===== config.mk =====
export PLATFORM = sky130hd
export DESIGN_NAME = sram_arbiter
export DESIGN_NICKNAME = d
export VERILOG_FILES = /design/src/rtl/sram_arbiter_pkg.sv /design/src/rtl/sram_arbiter_rr_pick.sv /design/src/rtl/sram_arbiter.sv
export SDC_FILE = /design/constraint.sdc
export NUM_CORES = 1
export LEC_CHECK = 0
export ABC_AREA = 1
export ABC_CLOCK_PERIOD_IN_PS = 3200
export CAP_MARGIN = 20
export CORE_MARGIN = 2
export CORE_UTILIZATION = 36
export CTS_CLUSTER_DIAMETER = 80
export DETAILED_ROUTE_END_ITERATION = 16
export PLACE_DENSITY = 0.87
export SYNTH_ARGS = -nofsm -noshare
export SYNTH_HDL_FRONTEND = slang
export SYNTH_SLANG_ARGS = --single-unit

===== constraint.sdc =====
create_clock -name clk -period 3.2 [get_ports clk]
set_input_delay 0.64 -clock clk [delete_from_list [all_inputs] [get_ports clk]]
set_output_delay 0.64 -clock clk [all_outputs]
set_load 0.01 [all_outputs]

===== src/rtl/sram_arbiter_pkg.sv =====
`default_nettype none
// ============================================================================
//  Module      : sram_arbiter_pkg
//  Description : Shared encodings and constants for the SRAM port arbiter.
//  Revision    : 1.0 - initial release
// ============================================================================
package sram_arbiter_pkg;

    localparam logic [1:0] AR_STATE_IDLE    = 2'd0;
    localparam logic [1:0] AR_STATE_RD_WAIT = 2'd1;
    localparam logic [1:0] AR_STATE_WR      = 2'd2;
    localparam logic [1:0] AR_STATE_ACK     = 2'd3;

    localparam int SRAM_READ_LAT = 2;

    localparam logic [2:0] REQ_PARSER = 3'd0;
    localparam logic [2:0] REQ_LOADER = 3'd1;
    localparam logic [2:0] REQ_CFG    = 3'd2;

    typedef logic [2:0] req_id_t;

    // Round-robin successor with modulo wrap over n requesters.
    function automatic req_id_t next_ptr(input req_id_t id, input int n);
        return (id == 3'(n - 1)) ? 3'd0 : id + 3'd1;
    endfunction

endpackage
`default_nettype wire


===== src/rtl/sram_arbiter_rr_pick.sv =====
`default_nettype none
// ============================================================================
//  Module      : rr_pick
//  Description : Combinational round-robin first-one finder starting at ptr.
//  Revision    : 1.0 - initial release
// ============================================================================
module rr_pick
    import sram_arbiter_pkg::*;
#(
    parameter int NUM_REQ = 3
) (
    input  logic [NUM_REQ-1:0] req,
    input  logic [2:0]         ptr,
    output logic [2:0]         idx,
    output logic               found
);

    logic [2*NUM_REQ-1:0] w_dbl;
    logic [3:0]           w_pos;
    logic [3:0]           w_sum;

    // Rotating a doubled copy right by ptr puts requester ptr at bit 0;
    // the lowest set bit is then the distance to the winner.
    always_comb begin
        w_dbl = {req, req} >> ptr;
        w_pos = 4'd0;
        found = 1'b0;
        for (int i = 2*NUM_REQ-1; i >= 0; i--) begin
            if (w_dbl[i]) begin
                w_pos = 4'(i);
                found = 1'b1;
            end
        end
        w_sum = {1'b0, ptr} + w_pos;
        if (w_sum >= 4'(NUM_REQ)) begin
            w_sum = w_sum - 4'(NUM_REQ);
        end
        idx = w_sum[2:0];
    end

endmodule
`default_nettype wire


===== src/rtl/sram_arbiter.sv =====
`default_nettype none
// ============================================================================
//  Module      : sram_arbiter
//  Description : Round-robin arbiter with optional lock sharing one SRAM port.
//  Revision    : 1.0 - initial release
// ============================================================================
module sram_arbiter
    import sram_arbiter_pkg::*;
#(
    parameter int NUM_REQ  = 3,
    parameter int ADDR_W   = 32,
    parameter int DATA_W   = 32,
    parameter int READ_LAT = SRAM_READ_LAT
) (
    input  logic                  clk,
    input  logic                  rst_n,
    input  logic [NUM_REQ-1:0]    req_i,
    input  logic [NUM_REQ-1:0]    req_we_i,
    input  logic [NUM_REQ-1:0]    req_lock_i,
    input  logic [NUM_REQ*ADDR_W-1:0] req_addr_i,
    input  logic [NUM_REQ*4-1:0]  req_sel_i,
    input  logic [NUM_REQ*DATA_W-1:0] req_wdata_i,
    output logic [NUM_REQ-1:0]    ack_o,
    output logic [DATA_W-1:0]     rdata_o,
    output logic [2:0]            grant_id_o,
    output logic                  busy_o,
    output logic                  sram_ce_o,
    output logic                  sram_we_o,
    output logic [ADDR_W-1:0]     sram_addr_o,
    output logic [3:0]            sram_sel_o,
    output logic [DATA_W-1:0]     sram_data_o,
    input  logic [DATA_W-1:0]     sram_data_i
);

    localparam int c_CNT_W = (READ_LAT > 1) ? $clog2(READ_LAT) : 1;
    localparam logic [c_CNT_W-1:0] c_CNT_LOAD = c_CNT_W'(READ_LAT - 1);

    logic [1:0]         r_state;
    logic [1:0]         w_next_state;
    logic [c_CNT_W-1:0] r_cnt;
    req_id_t            r_ptr;
    req_id_t            r_lock_id;
    logic               r_lock_vld;

    req_id_t            w_pick_idx;
    logic               w_pick_found;
    logic               w_lock_req;
    logic               w_grant_lock;
    logic               w_lock_hit;
    req_id_t            w_win_id;
    logic               w_win_vld;
    logic               w_win_we;
    logic [ADDR_W-1:0]  w_win_addr;
    logic [3:0]         w_win_sel;
    logic [DATA_W-1:0]  w_win_data;
    logic [NUM_REQ-1:0] w_ack_vec;

    logic w_grant;
    logic w_cnt_dec;
    logic w_rd_done;
    logic w_wr_done;
    logic w_ack_end;
    logic w_lock_clr;

    rr_pick #(
        .NUM_REQ (NUM_REQ)
    ) u_rr_pick (
        .req   (req_i),
        .ptr   (r_ptr),
        .idx   (w_pick_idx),
        .found (w_pick_found)
    );

    // Winner selection and per-requester field muxing.
    always_comb begin
        w_lock_req   = 1'b0;
        w_grant_lock = 1'b0;
        w_ack_vec    = '0;
        for (int j = 0; j < NUM_REQ; j++) begin
            if (r_lock_id == 3'(j))  w_lock_req   = req_i[j];
            if (grant_id_o == 3'(j)) w_grant_lock = req_lock_i[j];
            if (grant_id_o == 3'(j)) w_ack_vec[j] = 1'b1;
        end
        w_lock_hit = r_lock_vld && w_lock_req;
        w_win_id   = w_lock_hit ? r_lock_id : w_pick_idx;
        w_win_vld  = w_lock_hit || w_pick_found;

        w_win_we   = 1'b0;
        w_win_addr = '0;
        w_win_sel  = '0;
        w_win_data = '0;
        for (int j = 0; j < NUM_REQ; j++) begin
            if (w_win_id == 3'(j)) begin
                w_win_we   = req_we_i[j];
                w_win_addr = req_addr_i[j*ADDR_W +: ADDR_W];
                w_win_sel  = req_sel_i[j*4 +: 4];
                w_win_data = req_wdata_i[j*DATA_W +: DATA_W];
            end
        end
    end

    always_ff @(posedge clk or negedge rst_n) begin
        if (!rst_n) begin
            r_state <= AR_STATE_IDLE;
        end else begin
            r_state <= w_next_state;
        end
    end

    always_comb begin
        w_next_state = r_state;
        case (r_state)
            AR_STATE_IDLE:    if (w_win_vld) w_next_state = w_win_we ? AR_STATE_WR : AR_STATE_RD_WAIT;
            AR_STATE_RD_WAIT: if (r_cnt == '0) w_next_state = AR_STATE_ACK;
            AR_STATE_WR:      w_next_state = AR_STATE_ACK;
            AR_STATE_ACK:     w_next_state = AR_STATE_IDLE;
            default:          w_next_state = AR_STATE_IDLE;
        endcase
    end

    always_comb begin
        w_grant    = (r_state == AR_STATE_IDLE) && w_win_vld;
        w_cnt_dec  = (r_state == AR_STATE_RD_WAIT) && (r_cnt != '0);
        w_rd_done  = (r_state == AR_STATE_RD_WAIT) && (r_cnt == '0);
        w_wr_done  = (r_state == AR_STATE_WR);
        w_ack_end  = (r_state == AR_STATE_ACK);
        w_lock_clr = (r_state == AR_STATE_IDLE) && r_lock_vld && !w_lock_req;
    end

    assign busy_o = (r_state != AR_STATE_IDLE);

    always_ff @(posedge clk or negedge rst_n) begin
        if (!rst_n) begin
            ack_o       <= '0;
            rdata_o     <= '0;
            grant_id_o  <= '0;
            sram_ce_o   <= 1'b0;
            sram_we_o   <= 1'b0;
            sram_addr_o <= '0;
            sram_sel_o  <= '0;
            sram_data_o <= '0;
            r_cnt       <= '0;
            r_ptr       <= '0;
            r_lock_id   <= '0;
            r_lock_vld  <= 1'b0;
        end else begin
            if (w_grant) begin
                sram_ce_o   <= 1'b1;
                sram_we_o   <= w_win_we;
                sram_addr_o <= w_win_addr;
                sram_sel_o  <= w_win_sel;
                sram_data_o <= w_win_data;
                grant_id_o  <= w_win_id;
                r_ptr       <= next_ptr(w_win_id, NUM_REQ);
                r_cnt       <= c_CNT_LOAD;
            end
            if (w_cnt_dec) begin
                r_cnt <= r_cnt - 1'b1;
            end
            if (w_rd_done) begin
                rdata_o   <= sram_data_i;
                ack_o     <= w_ack_vec;
                sram_ce_o <= 1'b0;
            end
            if (w_wr_done) begin
                sram_ce_o <= 1'b0;
                sram_we_o <= 1'b0;
                ack_o     <= w_ack_vec;
            end
            // Lock is taken from the owner's lock bit as seen during ACK.
            if (w_ack_end) begin
                ack_o      <= '0;
                r_lock_vld <= w_grant_lock;
                r_lock_id  <= grant_id_o;
            end
            if (w_lock_clr) begin
                r_lock_vld <= 1'b0;
            end
        end
    end

endmodule
`default_nettype wire


==> impl_metrics.csv, run 1 <==
group,metric,value,unit
run_status,outcome,"finished, violations left",
run_status,violations,"negative setup slack",
final_layout,drive_above_1_share,23.7,%
critical_path,path_common_cell,"nand2_1",
synthesis,synth_cell_type_count,31,
critical_path,worstRegToRegCells,20,
global_route,grt_pass1_vias,8117,
drt,drt-pass1-iter-count,5,
final_layout,layout_common_cells,"nand2_1 (382), clkdlybuf4s50_1 (351), dfrtp_1 (118)",
drt,route.final.wire_length,30600,µm
critical_path,reg2reg_to,"sram_addr_o[26]",
global_route,grt_util_met1,34.8,%
clocking,root_buffer,"clkbuf_16",
clocking,worst_skew_pair.late_latency,0.42,ns
synthesis,yosys.area.top_type,"dfrtp_1",
synthesis,synth.area.top_cells,"dfrtp_1 (45%), nand2_1 (24%), o211ai_2 (9.5%), o21ai_0 (5.8%), o211ai_1 (2.0%)",
final_layout,post-route-util,72.8,%
sta,setup_viol,76,
final_layout,fill_cells,1219,
critical_path,crit_family,"buffers and inverters",
drt,vias,8006,
place,dp_hpwl,18400,µm
sta,max_freq,273,MHz
global_route,grt_max_degree,60,
place,post-place-cells,1433,
final_layout,fin_area,13100,µm²
critical_path,path_class,"in -> reg",
die,core,18000,µm²
synthesis,synth_area_per_cell,7.84,µm²
global_route,grt_util_met2,53.2,%
global_route,gr-total-overflow,0,
die,die_w,139,µm
final_layout,stdcell_count,1529,
sta,fin_skew,0.00996,ns
critical_path,critPathArrivalTime,3.95,ns
final_layout,antenna_cells,0,
critical_path,path_max_fanout,7,
drt,drc,0,
final_layout,area_delta_synth_final,98.5,%
global_route,globalRouteTotalUtil,30.1,%
clocking,clkTransAtPathRegs,0.06,ns
sta,period_share,114,%
critical_path,critPathRequiredTime,3.49,ns
sta,finalHoldViolations,0,
global_route,grt_pass1_wl,44900,µm
drt,vias_per_cell,5.24,
critical_path,slowest_delay,0.48,ns
sta,rsz0062_at_grt,"yes",
place,gp_congestion,0.980,
place,port_buffers,355,
synthesis,ys_warn_count,0,
die,die_y,139,µm
clocking,cts_tree,"built",
synthesis,synth_cells,841,
min_path,hp-class,"in -> async",
clocking,cts_max_level,4,
critical_path,r2r_start,"r_ptr[0]",
sta,whs,0.159,ns
die,ios,356,
critical_path,crit_path_end,"sram_addr_o[26]",
global_route,met3_usage,7.05,%
synthesis,syn-num-nets,1097,
die,initial_core_util,36.7,%
critical_path,startpoint,"req_i[0]",
clocking,cts_buffer_depth,2,
die,rows,49,
sta,setup_slack,-0.460,ns
drt,drtAntennaViolNets,0,
clocking,numClockSinks,118,
synthesis,synth-seq-cells,118,
critical_path,cp-end-kind,"flop",
sta,drv_slew,0,
global_route,antenna_found_initial,0,
critical_path,crit_path_top_delay_cell,"fa_2",
place,place_area,10800,µm²
drt,drt-initial-drc-count,457,
flow_run,cap_violations,0,
critical_path,reg2reg_slack,-0.43,ns
critical_path,startpoint_type,"input pin",
critical_path,path_buf_inv,7,
global_route,busiest_layer,"met2",
synthesis,synth_top_area_share,44.8,%
final_layout,fin_nets,1543,
die,dieArea,19400,µm²
critical_path,critical_path.cell_chain,"dlygate4sd2_1 -> buf_4 -> a21oi_4 -> nand2_1 -> nand2_1 -> inv_2 -> a21oi_2 -> ha_2 -> fa_2 -> ha_4 -> nor2_4 -> nand4_1 -> nand3_2 -> nand2_4 -> buf_6 -> nor2_4 -> clkinv_4 -> buf_12 -> buf_12 -> o211ai_1 -> nand2_1",
sta,fin_crit,3.66,ns
synthesis,synth-seq-area-share,44.8,%
clocking,cts_inserted_buffers,17,
final_layout,layout.cells.most_common,"nand2_1",
critical_path,path_depth,21,
synthesis,netlist_area,6590,µm²
drt,wire_per_inst,20.0,µm
-- sequential cells by signal, indices dropped and copies added, names as in the netlist, 2 cells and up --
name / cells
r_state: 2
sram_addr_o: 32
grant_id_o: 3
sram_data_o: 32
rdata_o: 32
sram_sel_o: 4
r_ptr: 3
r_lock_id: 3
ack_o: 3
-- layer usage --
metal  vias up  share of wire (%)
li1       3649                  -
met1      3841                 37
met2       430                 52
met5         -                  0
met4         0                3.6
met3        86                7.2
-- how the worst min path moves through the flow --
stage	endpoint	slack (ns)	start	depth (start not counted)
after detailed placement	sram_addr_o[15]	0.46	sram_addr_o[15]	2
final	rdata_o[29]	0.16	rst_n	1
after global routing	rdata_o[27]	0.17	rst_n	1
after global placement	sram_addr_o[15]	0.45	sram_addr_o[15]	2
after floorplan	ack_o[0]	0.34	rst_n	0
after CTS	rdata_o[27]	0.16	rst_n	1
-- what timing repair did --
action | CTS | global route
gates resized for setup | 129 | 89
pin swaps | 34 | 66
setup endpoints to repair | 77 | 79
cloned | 20 | 5
buffers inserted | 37 | 8
hold buffers | 0 | 0
-- logic make-up after synthesis --
kind of cell | Yosys count | share of synthesized area, %
AOI/OAI and AO/OA | 168 | 19.5
xor gates and xnor gates | 2 | 0.266
adders and majority gates | 9 | 1.82
buffers and inverters | 90 | 6.81
DFF | 118 | 44.8
other | 1 | 0.0569
and+or+nand+nor | 453 | 26.8
-- final cells by class --
cell class | instances | area [µm²] | area share [%]
Clock buffer | 21 | 460 | 3.52
Multi-Input combinational cell | 633 | 3640 | 27.9
Clock inverter | 11 | 196 | 1.50
Sequential cell | 118 | 2950 | 22.6
Inverter | 40 | 188 | 1.43
Timing Repair Buffer | 477 | 5360 | 40.9
Tap cell | 229 | 287 | 2.19
-- metrics by stage --
step           worst slack, ns  setup TNS, ns
6_report                -0.460         -28.84
5_1_grt                 -0.590         -39.46
4_1_cts                 -0.281         -16.00
3_5_place_dp             -1.03         -72.52
3_3_place_gp            -0.930         -65.55
2_1_floorplan          -0.0472         -0.723
-- cell usage after synthesis, drive strengths merged --
| cell | n |
|---|---|
| inv | 40 |
| a31oi | 2 |
| buf | 30 |
| nand2 | 416 |
| fa | 1 |
| conb | 1 |
| nor3 | 2 |
| dfrtp | 118 |
| o22ai | 3 |
| o21ai | 83 |
| nand4 | 5 |
| a21oi | 9 |
| o21a | 1 |
| o211ai | 68 |
| o21bai | 2 |
| nor2 | 12 |
| clkbuf | 20 |
| nand3 | 18 |
| ha | 8 |
| xor2 | 2 |
Power of run 1 is left out: the tool's default activity adds up to more than one toggle a clock period on the data nets, which glitch-free logic cannot reach.
==> run 2: changes to the inputs <==
PLACE_DENSITY = 0.85   (was 0.87)
==> run 2 against run 1 <==
The run still ends with negative setup slack left. Largest cell class unchanged. Non-clock buffer count is 44 lower. Cell count is 2.9% lower. Sequential share of layout area is 1.5 points higher. Clock skew hardly changed. Utilization is 4.4 points lower. Highest routed layer unchanged. Flip-flop and latch count stayed put. Global-route usage is 1.9 points lower. Critical path type unchanged. Register-to-register slack better by 0.03 ns. Die area stayed put.
==> impl_metrics.csv, run 2 (synthesized netlist as in run 1, its figures left out) <==
group,metric,value,unit
sta,drv_slew,0,
final_layout,layout_common_cells,"nand2_1 (371), clkdlybuf4s50_1 (351), dfrtp_1 (116)",
global_route,antenna_found_initial,0,
clocking,numClockSinks,118,
clocking,cts_max_level,4,
final_layout,stdcell_count,1485,
critical_path,cp-end-kind,"flop",
die,dieArea,19400,µm²
place,port_buffers,355,
sta,setup_slack,-0.407,ns
flow_run,cap_violations,0,
drt,wire_per_inst,19.5,µm
die,rows,49,
clocking,root_buffer,"clkbuf_16",
critical_path,path_class,"in -> reg",
critical_path,path_max_fanout,8,
drt,route.final.wire_length,29000,µm
final_layout,fin_area,12300,µm²
critical_path,startpoint,"req_i[1]",
final_layout,fill_cells,1371,
sta,fin_tns_setup,-26.52,ns
sta,finalHoldViolations,0,
place,preCtsSetupSlack,-1.02,ns
drt,drc,0,
sta,period_share,113,%
sta,fin_crit,3.61,ns
final_layout,fin_nets,1499,
global_route,grt_pass1_vias,7846,
drt,vias_per_cell,5.19,
critical_path,critPathArrivalTime,3.95,ns
clocking,cts_buffer_depth,2,
final_layout,area_delta_synth_final,86.6,%
final_layout,layout.cells.most_common,"nand2_1",
sta,fin_skew,0.00999,ns
place,post-place-cells,1416,
global_route,globalRouteTotalUtil,28.2,%
critical_path,r2r_start,"r_ptr[0]",
drt,drt-initial-drc-count,396,
critical_path,critPathRequiredTime,3.54,ns
die,initial_core_util,36.7,%
die,ios,356,
clocking,cts_tree,"built",
sta,rsz0062_at_grt,"yes",
global_route,grt_max_degree,55,
sta,max_slew_margin,57.5,%
die,die_y,139,µm
final_layout,antenna_cells,0,
sta,setup_viol,75,
drt,drt-pass1-iter-count,5,
final_layout,multi_input_area,3500,µm²
place,dp_hpwl,18100,µm
min_path,hp-class,"in -> async",
final_layout,drive_above_1_share,19.7,%
clocking,cts_inserted_buffers,17,
sta,max_freq,277,MHz
global_route,grt_pass1_wl,42300,µm
clocking,worst_skew_pair.late_latency,0.41,ns
final_layout,regArea,2960,µm²
drt,drtAntennaViolNets,0,
place,place_area,10600,µm²
place,gp_congestion,0.882,
global_route,gr-total-overflow,0,
run_status,outcome,"finished, violations left",
final_layout,reg_top3,"rdata_o (32), sram_addr_o (32), sram_data_o (32)",
clocking,clkTransAtPathRegs,0.06,ns
run_status,violations,"negative setup slack",
critical_path,startpoint_type,"input pin",
sta,worstMarginPinSlew,0.638,ns
die,die_w,139,µm
die,core,18000,µm²
drt,vias,7704,
## run 2: layer usage
layer | wire [µm] | part of all wire [%] | track usage (%)
met2 | 14900 | 51 | 50.1
met5 | 0 | 0 | 0
met3 | 1880 | 6.5 | 6.71
met4 | 1460 | 5.0 | 14.0
met1 | 10800 | 37 | 31.7
## run 2: per-stage QoR
stage          utilization, %  hold WS [ns]
3_5_place_dp             59.1         0.461
6_report                 68.5         0.251
3_3_place_gp             59.1         0.455
2_1_floorplan               -         0.344
5_1_grt                  68.5         0.280
4_1_cts                  66.5         0.268
## run 2: path summary, 6_finish.rpt
path	end	cells after the start	slack [ns]
setup / recovery	sram_data_o[5]	25	-0.41
hold / removal	rdata_o[1]	1	0.25
setup reg to reg	sram_data_o[5]	23	-0.40
hold reg to reg	sram_addr_o[15]	2	0.47
max in group asynchronous	r_ptr[2]	2	2.19
min in group clk	sram_addr_o[15]	2	0.47
## run 2: cell type report
cell class	instances	share of cell area (%)
clock inverter	11	1.60
timing repair buffer	433	38.3
tap	229	2.33
inverter	40	1.42
sequential	118	24.0
clock buffer	21	3.83
multi-input combinational	633	28.5
## run 2: timing repair
action | in CTS | in global routing
buffers inserted | 12 | 6
pin swaps | 31 | 38
endpoints found under the setup margin | 76 | 75
hold buffers | 0 | 0
gates resized for setup | 79 | 64
gates cloned | 13 | 8
## run 2: worst max-delay path: stages
cell	delay [ns]
dlygate4sd2_1	0.28
nand2_2	0.09
o21ai_4	0.07
o21ai_1	0.17
nand2_1	0.11
nand2_1	0.07
inv_1	0.05
a21oi_1	0.12
ha_2	0.22
fa_2	0.48
ha_4	0.20
nor2_4	0.15
nand3_4	0.11
nand2_2	0.10
nand3_2	0.10
nand2_4	0.11
nand2_4	0.07
nor2_4	0.10
buf_6	0.14
buf_6	0.11
buf_12	0.13
nand2_1	0.05
nand2_1	0.07
o211ai_1	0.11
nand2_1	0.08
Power of run 2 is left out for the same reason.
==> run 3: changes to the inputs <==
CORE_MARGIN = not set   (was 2)
==> run 3 against run 2 <==
The run still ends with negative setup slack left. Sequential share of layout area decreased by 0.054 points. Clock skew is essentially flat. Highest routed layer is now met5. Die area decreased by 2.9%. Worst setup slack better by 0.073 ns. Critical path type is now reg -> reg. Utilization grew 0.098 points. Register-to-register slack improved by 0.07 ns. Critical path depth decreased by 4.
==> impl_metrics.csv, run 3 (synthesized netlist as in run 1, its figures left out) <==
group,metric,value,unit
run_status,outcome,"finished, violations left",
run_status,violations,"negative setup slack",
final_layout,layout.cells.most_common,"clkdlybuf4s50_1",
critical_path,path_buf_inv,5,
sta,fin_tns_setup,-18.03,ns
sta,max_slew_margin,56.6,%
sta,setup_slack,-0.334,ns
die,dieArea,18900,µm²
final_layout,layout_common_cells,"clkdlybuf4s50_1 (351), nand2_1 (347), dfrtp_1 (118)",
place,preCtsSetupSlack,-0.999,ns
critical_path,path_common_cell,"nand2_1",
critical_path,crit_family,"adder cells",
final_layout,drive_above_1_share,22.1,%
clocking,worst_skew_pair.late_latency,0.41,ns
final_layout,area_delta_synth_final,86.8,%
final_layout,stdcell_count,1485,
clocking,cts_buffer_depth,2,
sta,period_share,110,%
sta,worstMarginPinSlew,0.652,ns
die,rows,49,
clocking,cts_max_level,4,
die,core,18000,µm²
sta,fin_crit,3.53,ns
sta,max_freq,283,MHz
clocking,clkTransAtPathRegs,0.05,ns
final_layout,antenna_cells,0,
critical_path,critical_path.cell_chain,"buf_6 -> o21ai_4 -> nand2_1 -> nand3_1 -> inv_1 -> a21oi_2 -> ha_2 -> fa_2 -> ha_4 -> nor2_4 -> nand3_2 -> nand2_1 -> nand3_2 -> nand2_4 -> buf_6 -> inv_8 -> buf_12 -> o21ai_0 -> nand2_4 -> o211ai_2 -> nand2_1",
clocking,root_buffer,"clkbuf_16",
drt,drt-initial-drc-count,362,
critical_path,critPathArrivalTime,3.83,ns
final_layout,fill_cells,1367,
sta,fin_skew,0.00959,ns
drt,route.final.wire_length,27800,µm
critical_path,path_class,"reg -> reg",
drt,drt-pass1-iter-count,5,
critical_path,startpoint_type,"flop",
drt,vias,7630,
sta,setup_viol,76,
die,die_w,137,µm
die,ios,356,
critical_path,slowest_delay,0.48,ns
final_layout,reg_top3,"rdata_o (32), sram_addr_o (32), sram_data_o (32)",
min_path,hp-class,"in -> async",
place,gp_congestion,0.836,
sta,finalHoldViolations,0,
flow_run,cap_violations,0,
die,initial_core_util,36.7,%
drt,vias_per_cell,5.14,
sta,drv_slew,0,
drt,wire_per_inst,18.7,µm
clocking,numClockSinks,118,
global_route,grt_pass1_vias,7033,
global_route,antenna_found_initial,1,
drt,drc,0,
clocking,cts_tree,"built",
critical_path,critPathRequiredTime,3.50,ns
place,port_buffers,355,
clocking,cts_inserted_buffers,17,
sta,rsz0062_at_grt,"yes",
global_route,grt_max_degree,55,
place,post-place-cells,1413,
final_layout,fin_nets,1500,
global_route,gr-total-overflow,0,
drt,drtAntennaViolNets,0,
critical_path,path_max_fanout,32,
global_route,globalRouteTotalUtil,26.6,%
die,die_y,137,µm
global_route,grt_pass1_wl,37100,µm
place,dp_hpwl,17900,µm
clocking,cts_hold_buf,0,
critical_path,crit_path_top_delay_cell,"fa_2",
critical_path,cp-end-kind,"flop",
==> run 3: cell count changes in the layout (fill, tap and decap cells not counted), moves of 3 or more <==
cell        change
buf_16          -4
buf_4           +5
bufinv_16       -3
clkinvlp_4      +3
nand2_1        -24
nand2_2         +9
nand2_4        +15
o21ai_0        +13
o21ai_1        -19
o21ai_2         +6
==> run 3: worst paths after layout <==
check | startpoint | endpoint | slack (ns) | cells after the start
setup / recovery | r_ptr[0] | sram_addr_o[11] | -0.33 | 21
hold / removal | rst_n | rdata_o[3] | 0.25 | 1
setup reg to reg | r_ptr[0] | sram_addr_o[11] | -0.33 | 21
hold reg to reg | sram_addr_o[13] | sram_addr_o[13] | 0.47 | 2
max in group asynchronous | rst_n | sram_addr_o[24] | 2.18 | 2
min in group clk | sram_addr_o[13] | sram_addr_o[13] | 0.47 | 2
==> run 3: area by class of cell <==
| class | count | area [µm²] | area share, % |
|---|---|---|---|
| repair buffers | 434 | 4640 | 37.7 |
| multi-input cells | 633 | 3690 | 29.9 |
| clock inverters | 12 | 130 | 1.06 |
| inverters | 40 | 175 | 1.42 |
| flip-flops and latches | 118 | 2950 | 24.0 |
| well taps | 229 | 287 | 2.33 |
| clock buffers | 19 | 443 | 3.60 |
==> run 3: stage by stage <==
stage / util, % / instance area, µm² / hold WS, ns
4_1_cts: 65.1 / 11700 / 0.266
3_3_place_gp: 59.0 / 10600 / 0.462
6_report: 68.6 / 12300 / 0.248
2_1_floorplan: - / 6670 / 0.344
3_5_place_dp: 59.0 / 10600 / 0.464
5_1_grt: 68.6 / 12300 / 0.290
==> run 3: timing repair <==
item	in CTS	in global routing
cloned	9	8
endpoints found under the setup margin	76	79
endpoints found under the hold margin	0	0
pin swaps	19	43
resized for setup	47	127
buffers inserted	22	2
==> run 3: routing by layer <==
metal | vias up | track usage [%] | share of wire (%)
met2 | 394 | 46.2 | 50
met3 | 84 | 6.88 | 7.4
li1 | 3550 | - | -
met1 | 3600 | 29.4 | 37
met4 | 2 | 15.3 | 5.4
met5 | - | 0 | 0.058
==> run 3: worst register-to-register path: stages, from the launching register on <==
cell,delay (ns)
dfrtp_1,0.39
buf_6,0.15
o21ai_4,0.20
nand2_1,0.09
nand3_1,0.12
inv_1,0.06
a21oi_2,0.12
ha_2,0.21
fa_2,0.48
ha_4,0.19
nor2_4,0.10
nand3_2,0.10
nand2_1,0.09
nand3_2,0.09
nand2_4,0.10
buf_6,0.12
inv_8,0.05
buf_12,0.15
o21ai_0,0.39
nand2_4,0.07
o211ai_2,0.06
nand2_1,0.06
Power of run 3 is left out for the same reason.
